**config.mk**
```make
export PLATFORM = sky130hd
export DESIGN_NAME = seq_frame_tx
export DESIGN_NICKNAME = d
export VERILOG_FILES = /design/src/rtl/seq_frame_tx.sv
export SDC_FILE = /design/constraint.sdc
export NUM_CORES = 1
export LEC_CHECK = 0
export CORE_MARGIN = 4
export CORE_UTILIZATION = 56
export CTS_BUF_LIST = sky130_fd_sc_hd__clkbuf_4 sky130_fd_sc_hd__clkbuf_8
export CTS_CLUSTER_SIZE = 28
export DETAILED_ROUTE_END_ITERATION = 10
export HOLD_SLACK_MARGIN = 0.1
export PLACE_DENSITY = 0.84
export SYNTH_ARGS = -nofsm -noshare
export SYNTH_HDL_FRONTEND = slang
export SYNTH_SLANG_ARGS = --single-unit
```
**constraint.sdc**
```tcl
create_clock -name clk -period 1.8 [get_ports clk]
set_input_delay 0.36 -clock clk [delete_from_list [all_inputs] [get_ports clk]]
set_output_delay 0.36 -clock clk [all_outputs]
set_load 0.02 [all_outputs]
```
**src/rtl/seq_frame_tx.sv**
```systemverilog
// Serial frame transmitter: wraps each accepted payload as {HEAD, payload, TAIL}
// and shifts it out MSB-first on a, one bit per clock.
module seq_frame_tx #(
    parameter logic [2:0]  HEAD     = 3'b011,
    parameter logic [2:0]  TAIL     = 3'b110,
    parameter int unsigned PAY_W    = 3,
    parameter int unsigned GAP      = 0,
    parameter logic        IDLE_LVL = 1'b0
) (
    input  logic             clk,
    input  logic             rst,
    input  logic [PAY_W-1:0] din,
    input  logic             din_valid,
    output logic             din_ready,
    input  logic             flush,
    output logic             a,
    output logic             frame_start,
    output logic             frame_done,
    output logic             busy
);

    localparam int unsigned N  = PAY_W + 6;
    localparam int unsigned CW = $clog2(N + GAP + 1);

    typedef enum logic [1:0] {
        ST_IDLE,
        ST_SHIFT,
        ST_GAP
    } state_t;

    state_t           state;
    logic [PAY_W-1:0] hold;
    logic             hold_full;
    logic [N-1:0]     sr;
    logic [CW-1:0]    count;

    logic accept_c;
    logic slot_c;
    logic load_c;
    logic hold_full_nxt_c;
    logic idle_nxt_c;

    assign din_ready = !hold_full && !rst;
    assign accept_c  = din_valid && din_ready;

    // A slot is an edge at which a new frame may begin if a payload is waiting.
    assign slot_c = (state == ST_IDLE)
                 || (state == ST_GAP && count == '0)
                 || (state == ST_SHIFT && count == '0 && GAP == 0);
    assign load_c          = slot_c && hold_full;
    assign hold_full_nxt_c = !flush && (accept_c || (hold_full && !load_c));
    assign idle_nxt_c      = flush || (slot_c && !hold_full);

    always_ff @(posedge clk or posedge rst) begin
        if (rst) begin
            state       <= ST_IDLE;
            hold        <= '0;
            hold_full   <= 1'b0;
            sr          <= '0;
            count       <= '0;
            a           <= IDLE_LVL;
            frame_start <= 1'b0;
            frame_done  <= 1'b0;
            busy        <= 1'b0;
        end else begin
            frame_start <= 1'b0;
            frame_done  <= 1'b0;
            hold_full   <= hold_full_nxt_c;
            busy        <= !idle_nxt_c || hold_full_nxt_c;
            if (accept_c && !flush) begin
                hold <= din;
            end
            if (flush) begin
                state <= ST_IDLE;
                count <= '0;
                a     <= IDLE_LVL;
            end else if (load_c) begin
                sr          <= {HEAD, hold, TAIL};
                a           <= HEAD[2];
                frame_start <= 1'b1;
                state       <= ST_SHIFT;
                count       <= CW'(N - 1);
            end else begin
                case (state)
                    ST_SHIFT: begin
                        if (count != '0) begin
                            // sr[N-1] is already on a; present the next bit down.
                            a          <= sr[N-2];
                            sr         <= sr << 1;
                            count      <= count - CW'(1);
                            frame_done <= (count == CW'(1));
                        end else if (GAP > 0) begin
                            state <= ST_GAP;
                            count <= CW'(GAP - 1);
                            a     <= IDLE_LVL;
                        end else begin
                            state <= ST_IDLE;
                            a     <= IDLE_LVL;
                        end
                    end
                    ST_GAP: begin
                        a <= IDLE_LVL;
                        if (count != '0) begin
                            count <= count - CW'(1);
                        end else begin
                            state <= ST_IDLE;
                        end
                    end
                    default: begin
                        a     <= IDLE_LVL;
                        state <= ST_IDLE;
                    end
                endcase
            end
        end
    end

endmodule

```
==> metrics.log <==
[metrics] Data required, critical path: 2030 ps
[metrics] root cell of the clock tree: sky130_fd_sc_hd__clkbuf_4
[metrics] internal power of the cells: 670.8 uW
[metrics] final-report max-slew violation count: 0
[metrics] Cell Area, Placed: 1116 um2
[metrics] Max stage delay cell, worst path: sky130_fd_sc_hd__or3b_4
[metrics] ordered list of cells on the worst path: inv_1 -> ha_1 -> or3b_4 -> a211o_1 -> a21oi_1
[metrics] Crit Path Max Fanout: 8
[metrics] routed wire length: 1.976 mm
[metrics] buffers added on ports: 11
[metrics] Site Rows: 14
[metrics] critical path class: register to register
[metrics] pin count of the biggest net entering global routing: 21
[metrics] setup repair after global routing missed its margin: false
[metrics] areal power density over the cells: 788.3 nW/um2
[metrics] Total GRT Usage: 0.1853
[metrics] worst min path class: register to register
[metrics] via count of the first global-routing pass: 773
[metrics] top cells by area in the synthesized netlist: sky130_fd_sc_hd__dfrtp_1, sky130_fd_sc_hd__ha_1, sky130_fd_sc_hd__inv_1
[metrics] average via count per standard cell: 6.158
[metrics] effective utilization at floorplan: 0.6132
[metrics] nets@finish: 116
[metrics] share of Yosys cell area claimed by the top area cell type: 0.5236
[metrics] Iter 0 DRT Violations: 19
[metrics] CTS Buf Count: 3
[metrics] total number of yosys warnings: 0
[metrics] later-pin clock latency in the skew report: 300 ps
[metrics] Routed wire per std cell: 16.47 um
[metrics] Synth area leader: sky130_fd_sc_hd__dfrtp_1
[metrics] result of the run: finished clean
[metrics] startpoint types: register
[metrics] syn_area_per_cell: 10.99 um2
[metrics] H-Tree Level Count: 1
[metrics] vertical die dimension: 49.32 um
[metrics] proportion of power drawn by combinational gates: 0.164
[metrics] wire length of the first global-routing pass: 3.401 mm
[metrics] area of all placed cells without fillers: 1147 um2
[metrics] Arrival @ worst endpoint: 1960 ps
[metrics] largest family of logic cells by synthesized area: compound AO/OA/AOI/OAI gates
[metrics] ANT nets after route: 0
[metrics] basic-gate share of the synthesized area counting and, or, nand and nor cells: 0.1518
[metrics] antenna violations before repair: 0
[metrics] core outline area: 1559 um2
[metrics] # clock sinks: 20
[metrics] area growth from synthesis to layout: 20.03%
[metrics] final critical path time including I/O delays and setup: 1723 ps
[metrics] Register-to-Register Setup Slack: 80 ps
[metrics] fin cells: 120
[metrics] Worst-Margin Slew: 309.5 ps
[metrics] Design Power: 904.4 uW
[metrics] clock network fraction of total power: 0.232
[metrics] met3 Usage GRT: 0.04893
[metrics] Total Die Area: 2432 um2
[metrics] share of the clock period used by the worst path: 0.9572
[metrics] Sw Ratio: 0.2584
[metrics] Final GP Congestion: 0.8378
[metrics] maximum root-to-sink buffer count: 2
[metrics] Total Neg Setup Slack: 0 ps
[metrics] count of cell types in the netlist: 31
[metrics] Antenna Cells: 0
[metrics] share of the synthesized area in compound gates (AO/OA/AOI/OAI): 0.1793
[metrics] adder-cell share of the synthesized area: 0.03927
[metrics] total overflow reported by the global router: 0
[metrics] routing layer with the top usage in global route: met2
[metrics] chip width: 49.32 um
[metrics] first-pass iteration count of the detailed router: 4
[metrics] netlist area before placement: 955.9 um2
[metrics] cell count after synthesis: 87
[metrics] clock slew seen by the registers of the worst setup and hold paths: 100 ps
[metrics] global-route met1 utilization: 0.2255
[metrics] final HPWL from detailed placement: 1.386 mm
[metrics] share of post-route cells with drive strength above 1: 0.1923
[metrics] number of placed instances, taps included: 117
[metrics] sequential share of power: 0.604
[metrics] start point of the worst hold path: sr[7]$_DFFE_PP0P_
[metrics] Post-Syn Nets: 97
[metrics] Worst Hold End: sr[7]$_DFFE_PP0P_
[metrics] Relative slew margins: 0.7929
[metrics] cell depth of the worst min-delay path: 1
[metrics] total leakage power: 0.0005123 uW
[metrics] number of placed I/O pins: 12
[metrics] Slowest Stage Delay on Critical Path: 460 ps
[metrics] share of cell area taken by muxes after synthesis: 0.03534
[metrics] number of failing hold endpoints at the final stage: 0
[metrics] xor/xnor share of the synthesized area: 0
[metrics] r2r startpoint: count[0]$_DFFE_PP0P_
[metrics] met2 track demand over resource in global routing: 0.2969
[metrics] Yosys reg bits: 20
[metrics] Worst R2R Path Depth: 5
[metrics] sequential fraction of the synthesis area: 0.5236
[metrics] setup-violating endpoint count in the final report: 0
[metrics] endpoint of the lowest-slack register-to-register path: count[0]$_DFFE_PP0P_
[metrics] kind of end point of the critical path: register
[metrics] CTS tree: done
[metrics] Fmax: 580.4 MHz
[metrics] CTS Hold Buffers Added: 0
[metrics] number of design rule violations left after detail routing: 0
[metrics] clk_skew: 2.131 ps
[metrics] switching power: 233.7 uW
[metrics] total via count in the routed design: 739
[metrics] worst IR drop on VDD: 583.5 uV
[metrics] WHS: 501.7 ps
[metrics] max-capacitance violation count: 0
[per-layer routing]
layer	share of wire	wire (um)
met1	0.39	761
met2	0.55	1083
met3	0.049	97
met4	0.017	33
met5	0	0
[logic make-up after synthesis]
| family | count (synthesis) |
|---|---|
| flip-flops | 20 |
| adder cells (fa/ha/maj) | 3 |
| AO/OA/AOI/OAI | 21 |
| buffers and inverters | 15 |
| AND/OR/NAND/NOR | 25 |
| multiplexers | 3 |
[worst max-delay path by stage]
stage / startpoint / to / slack (ps) / cells past startpoint
global route: count[0]$_DFFE_PP0P_ / count[1]$_DFFE_PP0P_ / 20 / 5
detailed placement: rst / din_ready / -120 / 3
floorplan: count[0]$_DFFE_PP0P_ / count[1]$_DFFE_PP0P_ / 140 / 6
finish: count[0]$_DFFE_PP0P_ / count[0]$_DFFE_PP0P_ / 80 / 5
CTS: count[0]$_DFFE_PP0P_ / count[1]$_DFFE_PP0P_ / 20 / 5
global placement: rst / din_ready / -80 / 3
[synthesized netlist by cell type (all sizes together)]
cell	number
dfrtp	20
inv	10
nor2	8
a211o	3
a211oi	3
a21oi	3
a221oi	3
clkbuf	3
ha	3
mux2	3
nand2	3
nor3b	3
o32a	3
a311oi	2
buf	2
nor4b	2
or3	2
a2bb2oi	1
a31o	1
nand2b	1
nand3	1
nand3b	1
nand4	1
nor2b	1
nor3	1
o21ai	1
o21bai	1
or3b	1
[state kept, by name, indices dropped and copies added, names as in the netlist]
register and cells:
sr 7, count 4, hold 3, a 1, busy 1, frame_done 1, frame_start 1, hold_full 1
state 1
[final cells by class]
class	count	area (um2)
flip-flops and latches	20	500.5
inverters	10	37.54
repair buffers	19	168.9
multi-input cells	52	397.9
clock buffers	3	22.52
fillers	108	411.6
well taps	16	20.02
[power by group through the flow]
stage	Combinational (uW)	Sequential [uW]	Clock, uW
floorplan	104	546	0
global placement	140	552	0
CTS	147	545	219
finish	148	546	210
detailed placement	149	553	0
global route	164	553	238
[critical path, delay by kind of cell, from the launching register on]
kind            cells  cell delay [ps]
simple gates        1              460
fa+ha+maj           1              240
compound gates      2              450
flops               1              410
buf+inv             1               90
[per-stage QoR]
stage,setup slack [ps],util
6_report,77.11,0.7360
5_1_grt,16.68,0.7360
4_1_cts,18.41,0.7295
3_5_place_dp,-124.5,0.7159
3_3_place_gp,-78.86,0.7159
2_1_floorplan,143.5,-
[repair_timing]
item / in CTS / in global routing
endpoints found under the setup margin: 1 / 12
gates cloned: 0 / 0
buffers inserted: 0 / 0
gates resized for setup: 1 / 3
[cell usage in the layout, fill, tap and decap left out, drive strengths merged]
master          n
a211o           3
nor2            8
dfrtp          20
buf             8
nand3           1
a31o            1
nor3            1
nand4           1
ha              3
or3b            1
o21bai          1
clkdlybuf4s50  10
nor2b           1
a211oi          3
mux2            3
a2bb2oi         1
dlygate4sd2     1
a221oi          3
o32a            3
nand2b          1
clkbuf          3
nor3b           3
inv            10
o21ai           1
a311oi          2
nand2           3
nor4b           2
or3             2
a21oi           3
nand3b          1
No activity file was read; power rests on OpenSTA's default activity.
